## src/rtl/cpu_types_pkg.sv

```systemverilog
// Shared CPU types for the memory stage.
//   word_t          32-bit data/address word
//   regbits_t       register index
//   memctl_state_t  memory-stage controller FSM states
//   RESV_W          width of a word-granular reservation address (addr[31:2])
package cpu_types_pkg;

    typedef logic [31:0] word_t;
    typedef logic [4:0]  regbits_t;

    localparam int RESV_W = 30;

    typedef enum logic [1:0] {
        IDLE = 2'd0,
        BUSY = 2'd1,
        DONE = 2'd2
    } memctl_state_t;

    // Word index of a byte address; reservations compare at word granularity.
    function automatic logic [RESV_W-1:0] word_idx(input word_t a);
        return a[31:2];
    endfunction

endpackage

```

## src/rtl/mem_resv_unit.sv

```systemverilog
// LR/SC reservation register (one word, one valid bit).
// Ports:
//   CLK, nRST      clock, async active-low reset
//   set, set_addr  LR completed: reserve the word at set_addr
//   clr            SC issued or own store hit the reserved word
//   chk_addr       address to test against the reservation
//   snoop_inv      coherence invalidate this cycle, at snoop_addr
//   chk_hit        reservation valid, matches chk_addr, and not killed by
//                  a coincident matching invalidate
module mem_resv_unit
    import cpu_types_pkg::*;
(
    input  logic  CLK,
    input  logic  nRST,
    input  logic  set,
    input  word_t set_addr,
    input  logic  clr,
    input  word_t chk_addr,
    input  logic  snoop_inv,
    input  word_t snoop_addr,
    output logic  chk_hit
);

    logic              resv_valid_q, resv_valid_d;
    logic [RESV_W-1:0] resv_addr_q,  resv_addr_d;
    logic              snoop_hit;
    logic              unused_lsb;

    assign snoop_hit  = resv_valid_q & snoop_inv & (word_idx(snoop_addr) == resv_addr_q);
    // A same-cycle invalidate beats the SC check.
    assign chk_hit    = resv_valid_q & (word_idx(chk_addr) == resv_addr_q) & ~snoop_hit;
    assign unused_lsb = ^{set_addr[1:0], chk_addr[1:0], snoop_addr[1:0]};

    always_comb begin
        resv_valid_d = resv_valid_q;
        resv_addr_d  = resv_addr_q;
        if (set) begin
            // An invalidate to the word being reserved lands after the LR.
            resv_valid_d = ~(snoop_inv & (word_idx(snoop_addr) == word_idx(set_addr)));
            resv_addr_d  = word_idx(set_addr);
        end else if (clr | snoop_hit) begin
            resv_valid_d = 1'b0;
        end
    end

    always_ff @(posedge CLK or negedge nRST) begin
        if (!nRST) begin
            resv_valid_q <= 1'b0;
            resv_addr_q  <= '0;
        end else begin
            resv_valid_q <= resv_valid_d;
            resv_addr_q  <= resv_addr_d;
        end
    end

endmodule

```

## src/rtl/mem_stage_ctrl.sv

```systemverilog
// Memory-stage access controller between EX/MEM and MEM/WB.
// Holds a registered dcache request until dhit, stalls the pipe meanwhile,
// and captures load data (or SC status) for MEM/WB.
// Optional feature macro: MEM_STAGE_ATOMIC_EN (LR/SC reservation).
// Ports:
//   CLK, nRST                     clock, async active-low reset
//   req_ren/req_wen/req_lr/req_sc EX/MEM op and atomic qualifiers
//   req_addr, req_wdata           effective address and store data
//   advance                       EX/MEM -> MEM/WB transfer this cycle
//   dhit, dmemload                dcache completion and read data
//   ccinv, ccsnoopaddr            coherence invalidate snoop
//   dmemREN/WEN/addr/store        registered dcache request
//   mem_stall                     stall to hazard unit (combinational)
//   mem_rdata                     load data or SC status for MEM/WB
//   mem_timeout                   sticky watchdog error
module mem_stage_ctrl
    import cpu_types_pkg::*;
#(
    parameter int TIMEOUT_CYC = 1024,
    parameter int CNT_W       = 11
) (
    input  logic  CLK,
    input  logic  nRST,
    input  logic  req_ren,
    input  logic  req_wen,
    input  logic  req_lr,
    input  logic  req_sc,
    input  word_t req_addr,
    input  word_t req_wdata,
    input  logic  advance,
    input  logic  dhit,
    input  word_t dmemload,
    input  logic  ccinv,
    input  word_t ccsnoopaddr,
    output logic  dmemREN,
    output logic  dmemWEN,
    output word_t dmemaddr,
    output word_t dmemstore,
    output logic  mem_stall,
    output word_t mem_rdata,
    output logic  mem_timeout
);

    memctl_state_t    state_q, state_d;
    logic             ren_q, ren_d, wen_q, wen_d;
    word_t            addr_q, addr_d, store_q, store_d, rdata_q, rdata_d;
    logic             is_load_q, is_load_d, is_sc_q, is_sc_d, is_lr_q, is_lr_d;
    logic [CNT_W-1:0] cnt_q, cnt_d, cnt_inc;
    logic             tmo_q, tmo_d;
    logic             op, sc_req, lr_req, sc_fail;

    assign op = req_ren | req_wen;

`ifdef MEM_STAGE_ATOMIC_EN
    logic resv_hit, resv_set, resv_clr;

    assign sc_req   = req_wen & ~req_ren & req_sc;
    assign lr_req   = req_ren & req_lr;
    assign sc_fail  = sc_req & ~resv_hit;
    assign resv_set = (state_q == BUSY) & dhit & is_lr_q;
    // Any SC drops the reservation; so does an own plain store to that word.
    assign resv_clr = (state_q == IDLE) & req_wen & ~req_ren & (req_sc | resv_hit);

    mem_resv_unit u_resv (
        .CLK        (CLK),
        .nRST       (nRST),
        .set        (resv_set),
        .set_addr   (addr_q),
        .clr        (resv_clr),
        .chk_addr   (req_addr),
        .snoop_inv  (ccinv),
        .snoop_addr (ccsnoopaddr),
        .chk_hit    (resv_hit)
    );
`else
    logic unused_atomic;

    assign sc_req        = 1'b0;
    assign lr_req        = 1'b0;
    assign sc_fail       = 1'b0;
    assign unused_atomic = ^{req_lr, req_sc, ccinv, ccsnoopaddr, is_lr_q};
`endif

    // Watchdog counter saturates at TIMEOUT_CYC.
    assign cnt_inc = (cnt_q == CNT_W'(TIMEOUT_CYC)) ? cnt_q : cnt_q + 1'b1;

    always_comb begin
        state_d   = state_q;
        ren_d     = ren_q;
        wen_d     = wen_q;
        addr_d    = addr_q;
        store_d   = store_q;
        rdata_d   = rdata_q;
        is_load_d = is_load_q;
        is_sc_d   = is_sc_q;
        is_lr_d   = is_lr_q;
        cnt_d     = '0;
        tmo_d     = tmo_q;
        case (state_q)
            IDLE: begin
                if (op) begin
                    if (sc_fail) begin
                        rdata_d = 32'd1;
                        state_d = DONE;
                    end else begin
                        // Both enables set is illegal; the read wins.
                        ren_d     = req_ren;
                        wen_d     = ~req_ren;
                        addr_d    = req_addr;
                        store_d   = req_wdata;
                        is_load_d = req_ren;
                        is_sc_d   = sc_req;
                        is_lr_d   = lr_req;
                        state_d   = BUSY;
                    end
                end
            end
            BUSY: begin
                if (TIMEOUT_CYC != 0) begin
                    cnt_d = cnt_inc;
                    if (cnt_inc == CNT_W'(TIMEOUT_CYC)) tmo_d = 1'b1;
                end
                if (dhit) begin
                    ren_d   = 1'b0;
                    wen_d   = 1'b0;
                    cnt_d   = '0;
                    state_d = DONE;
                    if (is_load_q)    rdata_d = dmemload;
                    else if (is_sc_q) rdata_d = 32'd0;
                end
            end
            DONE: begin
                if (advance) state_d = IDLE;
            end
            default: state_d = IDLE;
        endcase
    end

    always_ff @(posedge CLK or negedge nRST) begin
        if (!nRST) begin
            state_q   <= IDLE;
            ren_q     <= 1'b0;
            wen_q     <= 1'b0;
            addr_q    <= '0;
            store_q   <= '0;
            rdata_q   <= '0;
            is_load_q <= 1'b0;
            is_sc_q   <= 1'b0;
            is_lr_q   <= 1'b0;
            cnt_q     <= '0;
            tmo_q     <= 1'b0;
        end else begin
            state_q   <= state_d;
            ren_q     <= ren_d;
            wen_q     <= wen_d;
            addr_q    <= addr_d;
            store_q   <= store_d;
            rdata_q   <= rdata_d;
            is_load_q <= is_load_d;
            is_sc_q   <= is_sc_d;
            is_lr_q   <= is_lr_d;
            cnt_q     <= cnt_d;
            tmo_q     <= tmo_d;
        end
    end

    assign mem_stall   = ((state_q == IDLE) & op) | (state_q == BUSY);
    assign dmemREN     = ren_q;
    assign dmemWEN     = wen_q;
    assign dmemaddr    = addr_q;
    assign dmemstore   = store_q;
    assign mem_rdata   = rdata_q;
    assign mem_timeout = tmo_q;

endmodule

```

## config.mk

```make
export PLATFORM = sky130hd
export DESIGN_NAME = mem_stage_ctrl
export DESIGN_NICKNAME = d
export VERILOG_FILES = /design/src/rtl/cpu_types_pkg.sv /design/src/rtl/mem_resv_unit.sv /design/src/rtl/mem_stage_ctrl.sv
export SDC_FILE = /design/constraint.sdc
export NUM_CORES = 1
export LEC_CHECK = 0
export ABC_AREA = 1
export CORE_ASPECT_RATIO = 1.5
export CORE_UTILIZATION = 35
export CTS_BUF_LIST = sky130_fd_sc_hd__clkbuf_4 sky130_fd_sc_hd__clkbuf_8
export CTS_CLUSTER_DIAMETER = 30
export DETAILED_ROUTE_END_ITERATION = 10
export GPL_TIMING_DRIVEN = 0
export PLACE_DENSITY = 0.82
export RECOVER_POWER = 50
export SLEW_MARGIN = 20
export SYNTH_ARGS = -nofsm -noshare
export SYNTH_HDL_FRONTEND = slang
export SYNTH_SLANG_ARGS = --single-unit
export TNS_END_PERCENT = 100
```

## constraint.sdc

```tcl
create_clock -name CLK -period 1.85 [get_ports CLK]
set_input_delay 0.37 -clock CLK [delete_from_list [all_inputs] [get_ports CLK]]
set_output_delay 0.37 -clock CLK [all_outputs]
set_load 0.1 [all_outputs]
```

# Word level (Yosys, flattened, before mapping)
# Cells that the tools add are included.
dict set report totals {
  regBits 113
  in_bits 137
  out_inout_bits 100
}
dict set report classes {
  addsub 1
  n_eq_ne 7
  muxes 13
  bitwise_logic 4
  n_reduce_logical 7
}
# cell n
set ops {}
lappend ops {{11-bit two-way mux} 3}
lappend ops {{32-bit two-way mux} 1}
lappend ops {{11-bit equality test, second input constant} 2}
lappend ops {{11-bit by 1-bit adder with 11-bit output, second input constant} 1}
lappend ops {{3-bit AND reduction} 3}
lappend ops {{2-bit two-way mux} 3}
lappend ops {{2-bit inequality test, second input constant} 3}
lappend ops {{2-bit case mux with 3 select lines} 1}
lappend ops {{1-bit case mux with 2 select lines} 2}
lappend ops {{2-bit AND reduction} 2}
lappend ops {{1-bit two-way mux} 3}
lappend ops {{2-bit by 1-bit equality test with 1-bit output, second input constant} 1}
lappend ops {{2-bit equality test, second input constant} 1}
lappend ops {{2-bit zero test} 1}
lappend ops {{1-bit bitwise OR} 2}
lappend ops {{2-bit nonzero test} 1}
lappend ops {{1-bit AND} 1}
lappend ops {{1-bit inverter} 1}

# Longest topological paths before layout
dict set report logic_depth {
  word_depth 4
  depth_mapped 10
  mapped_depth_nobuf 10
}

# Worst setup path after synthesis
# No wires, ideal clock.
dict set report synth_path {
  path_kind {register to output}
  start {register state_q[1]}
  end {output mem_stall}
  arrival_ps 1536
  path_slack_ps -56
  path_stages_with_launch 5
  path_cell_list {dfrtp_1 > nor2_1 > o21ai_2 > clkbuf_1 > nand2_1}
}
dict set report synth_between {
  elab_chain_cells 3
  elab_cells_between_ends 4
}
# element line
set synth_lines {}
lappend synth_lines {{start: declaration} mem_stage_ctrl.sv:44} ;# memctl_state_t state_q, state_d;
lappend synth_lines {{start signal: assignment} mem_stage_ctrl.sv:153} ;# state_q <= state_d;
lappend synth_lines {{2-bit zero test} mem_stage_ctrl.sv:167} ;# assign mem_stall = ((state_q == IDLE) & op) | (state_q == BUSY);
lappend synth_lines {{1-bit AND} mem_stage_ctrl.sv:167}
lappend synth_lines {{1-bit bitwise OR *} mem_stage_ctrl.sv:167}
lappend synth_lines {{end: declaration} mem_stage_ctrl.sv:39} ;# output logic mem_stall,
# Mark *: on every way between the ends. The rest lies on a longest branch, timed or not.

# Worst setup path in the final report
# Ends and elaborated chain as after synthesis.

==> metrics.cfg <==
[routing]
postRouteAntennaNets=0
firstDrtPassIters=4
detail_route.vias_per_cell=4.66
first_iter_violations=118
vias_after_detailed_routing=3964
detail_route.wirelength_mm=12.3
detail_route.wl_per_cell_um=14.5
drt_drc_violations_left=0

[grt]
grt_util_all_layers=0.197
number_of_global_route_vias_before_repair=4173
grt_first_pass_wirelength_mm=20.0
antenna_violations_before_repair=0
grt_max_degree=84
congestion_overflow_gr=0

[hold_path]
holdCritPathClass=reg -> reg
timing.hold.worst_path_depth=2
hold_path.startpoint=mem_timeout
hold_end=mem_timeout

[clock_network]
worst_skew_pair.late_latency_ps=420
cts.root.buffer_cell=sky130_fd_sc_hd__clkbuf_8
clock_tree.buffer_depth=2
tritoncts_clock_tree=built
cts.reportedPaths.clkPinSlew_ps=60
cts.htree.levels=4
clock_sink_count=113
numCtsBuffers=17

[critical_path]
ff2ff_setup_slack_ps=120
timing.critical_path.depth=4
timing.critical_path.to_type=primary output
cp_data_required_time_ps=1480
setup.worst_path.start_class=flip-flop
path_delay_family=flip-flops
rr_endpoint=mem_rdata[5]
worstSetupPathType=reg -> out
master_of_the_slowest_instance_on_the_critical_path=sky130_fd_sc_hd__dfrtp_2
regToRegStartpoint=state_q[0]
worst_r2r_path_depth=6
crit_path_arrival_time_ps=1390
worstPathMaxFanout=5
cp_cell_sequence=nor2_4 > o21ai_4 > nand2_2 > buf_12
critPathBufInv=1
delay_contributed_by_the_slowest_stage_of_the_critical_path_ps=440

[status]
status=complete, no violations

[placement]
hpwl_mm=9.33
placed_area_mm2=0.00674
io_buffer_count=201
globalplace.congestion=0.862

[finish]
final_common_cell=sky130_fd_sc_hd__nand2_1
final-seq-area_mm2=0.00283
area.growth.synth_to_final_pct=63.1
nets=822
final_cell_mix=sky130_fd_sc_hd__nand2_1, sky130_fd_sc_hd__dfrtp_1, sky130_fd_sc_hd__clkdlybuf4s50_1, sky130_fd_sc_hd__clkdlybuf4s15_2, sky130_fd_sc_hd__mux2_2
fin_area_mm2=0.00734
post_route_cells_drive_above_1_share=0.272
num_antenna_cells=0
fillCellCount=1030
layout.core_utilization=0.587
area_of_combinational_cells_with_multiple_inputs_mm2=0.00154

[logic_synthesis]
library_cell_occupying_the_most_area_in_the_post_synthesis_netlist=sky130_fd_sc_hd__dfrtp_1
synthDistinctLibCells=26
synthesis.yosys.warnings=0
sequential_area_share_after_synthesis=0.628
top_cell_type_s_share_of_synthesized_area=0.628
synth_area_mm2=0.00450
post_synthesis_net_count=594
netlist_instances=455
synth_seq_cells=113
netlist_top_cells_area=sky130_fd_sc_hd__dfrtp_1, sky130_fd_sc_hd__nand2_1, sky130_fd_sc_hd__mux2_2, sky130_fd_sc_hd__nor2_1, sky130_fd_sc_hd__nand3_1
avgSynthCellArea_um2=9.89

[sta]
final.period_utilization=0.949
min_period_ps=1760
worst_hold_slack_ps=461
fin_worst_skew_ps=6.16
fmaxAchievable_ghz=0.569
slew_violations=0
finalHoldViolations=0
slew_headroom=0.461
report.final.setup_viol=0
least_margin_pin_slew_ps=808
rsz0062_at_grt=false

[die]
dieHeight_um=141
number_of_placement_rows=50
floorplan.die_area_mm2=0.0133
floorplan.die.width_um=94.6
fp.coreArea_mm2=0.0125
num_io_pins=237
start_util=0.360

[job]
max-cap-violations=0

-- metal layers --
metal  wire length (um)  track usage  vias up
met5                  0            0        -
li1                   -            -     1878
met1               4330        0.202     1886
met3                788       0.0653       39
met2               6660        0.345      161
met4                562        0.111        0
-- how the worst max path moves through the flow --
stage	startpoint	end	slack [ps]
finish	state_q[1]	mem_stall	90
global route	state_q[1]	dmemaddr[7]	10
CTS	state_q[1]	mem_stall	-60
detailed placement	req_ren	mem_stall	-1300
global placement	nRST	mem_rdata[5]	-3740
floorplan	req_wen	mem_stall	180
-- registers in the layout (all words and copies together), names as in the netlist --
name,cells
is_load_q,1
state_q,2
dmemREN,1
mem_rdata,32
mem_timeout,1
dmemWEN,1
dmemstore,32
cnt_q,11
dmemaddr,32
-- area by class of cell --
class,count,share of cell area
Timing Repair Buffer,210,0.304
Buffer,16,0.0123
Tap cell,156,0.0266
Multi-Input combinational cell,313,0.209
Sequential cell,113,0.385
Clock inverter,10,0.0182
Inverter,12,0.00614
Clock buffer,21,0.0385
-- worst reg2reg max path, cell delays in order (launching register included) --
cell and delay (ps):
sky130_fd_sc_hd__dfrtp_1 390, sky130_fd_sc_hd__inv_1 90, sky130_fd_sc_hd__nor2_4 120, sky130_fd_sc_hd__buf_4 120, sky130_fd_sc_hd__nand3_1 300, sky130_fd_sc_hd__buf_6 280
sky130_fd_sc_hd__mux2_1 310
-- through the flow --
stage | setup WS [ps] | instances | TNS (ps)
6_report | 93.6 | 851 | 0
5_1_grt | 13.4 | 851 | 0
4_1_cts | -58.7 | 846 | -58.7
3_5_place_dp | -1300 | 813 | -3410
3_3_place_gp | -3740 | 812 | -423340
2_1_floorplan | 180 | 455 | 0
-- cells by family (layout without fill, tap and decap cells) --
group | count (synthesis) | after routing | synth area share
XOR/XNOR | 3 | 3 | 0.00584
buffers and inverters | 29 | 269 | 0.0314
multiplexers | 32 | 32 | 0.0801
flip-flops | 113 | 113 | 0.628
AND/OR/NAND/NOR | 268 | 268 | 0.238
AO/OA/AOI/OAI | 8 | 8 | 0.0103
adder cells (fa/ha/maj) | 2 | 2 | 0.00556
-- cell usage after synthesis --
| cell | number |
|---|---|
| sky130_fd_sc_hd__o21bai_1 | 1 |
| sky130_fd_sc_hd__nor2_4 | 2 |
| sky130_fd_sc_hd__buf_6 | 3 |
| sky130_fd_sc_hd__inv_1 | 11 |
| sky130_fd_sc_hd__nor3_1 | 2 |
| sky130_fd_sc_hd__ha_1 | 2 |
| sky130_fd_sc_hd__buf_2 | 8 |
| sky130_fd_sc_hd__nand3_2 | 2 |
| sky130_fd_sc_hd__mux2_2 | 30 |
| sky130_fd_sc_hd__nand4_1 | 1 |
| sky130_fd_sc_hd__nand3b_1 | 1 |
| sky130_fd_sc_hd__nor2_1 | 20 |
| sky130_fd_sc_hd__o21ai_2 | 1 |
| sky130_fd_sc_hd__o21ai_0 | 2 |
| sky130_fd_sc_hd__or2_1 | 1 |
| sky130_fd_sc_hd__nor2_2 | 1 |
| sky130_fd_sc_hd__nand3_1 | 9 |
| sky130_fd_sc_hd__nand2_1 | 228 |
| sky130_fd_sc_hd__o21ai_1 | 1 |
| sky130_fd_sc_hd__mux2_1 | 2 |
| sky130_fd_sc_hd__inv_2 | 1 |
| sky130_fd_sc_hd__xor2_1 | 3 |
| sky130_fd_sc_hd__dfrtp_1 | 113 |
| sky130_fd_sc_hd__a21oi_1 | 3 |
| sky130_fd_sc_hd__clkbuf_1 | 6 |
| sky130_fd_sc_hd__nand3_4 | 1 |
-- repair_timing --
action,CTS,global route
setup endpoints to repair,100,1
endpoints found under the hold margin,30,0
buffers inserted,1,6
gates cloned,0,0
resized for setup,313,0
pin swaps,1,3
hold buffers,1,0
Power is not shown: default switching activity piles up to over one toggle a cycle in this logic, so the estimate is an artifact.
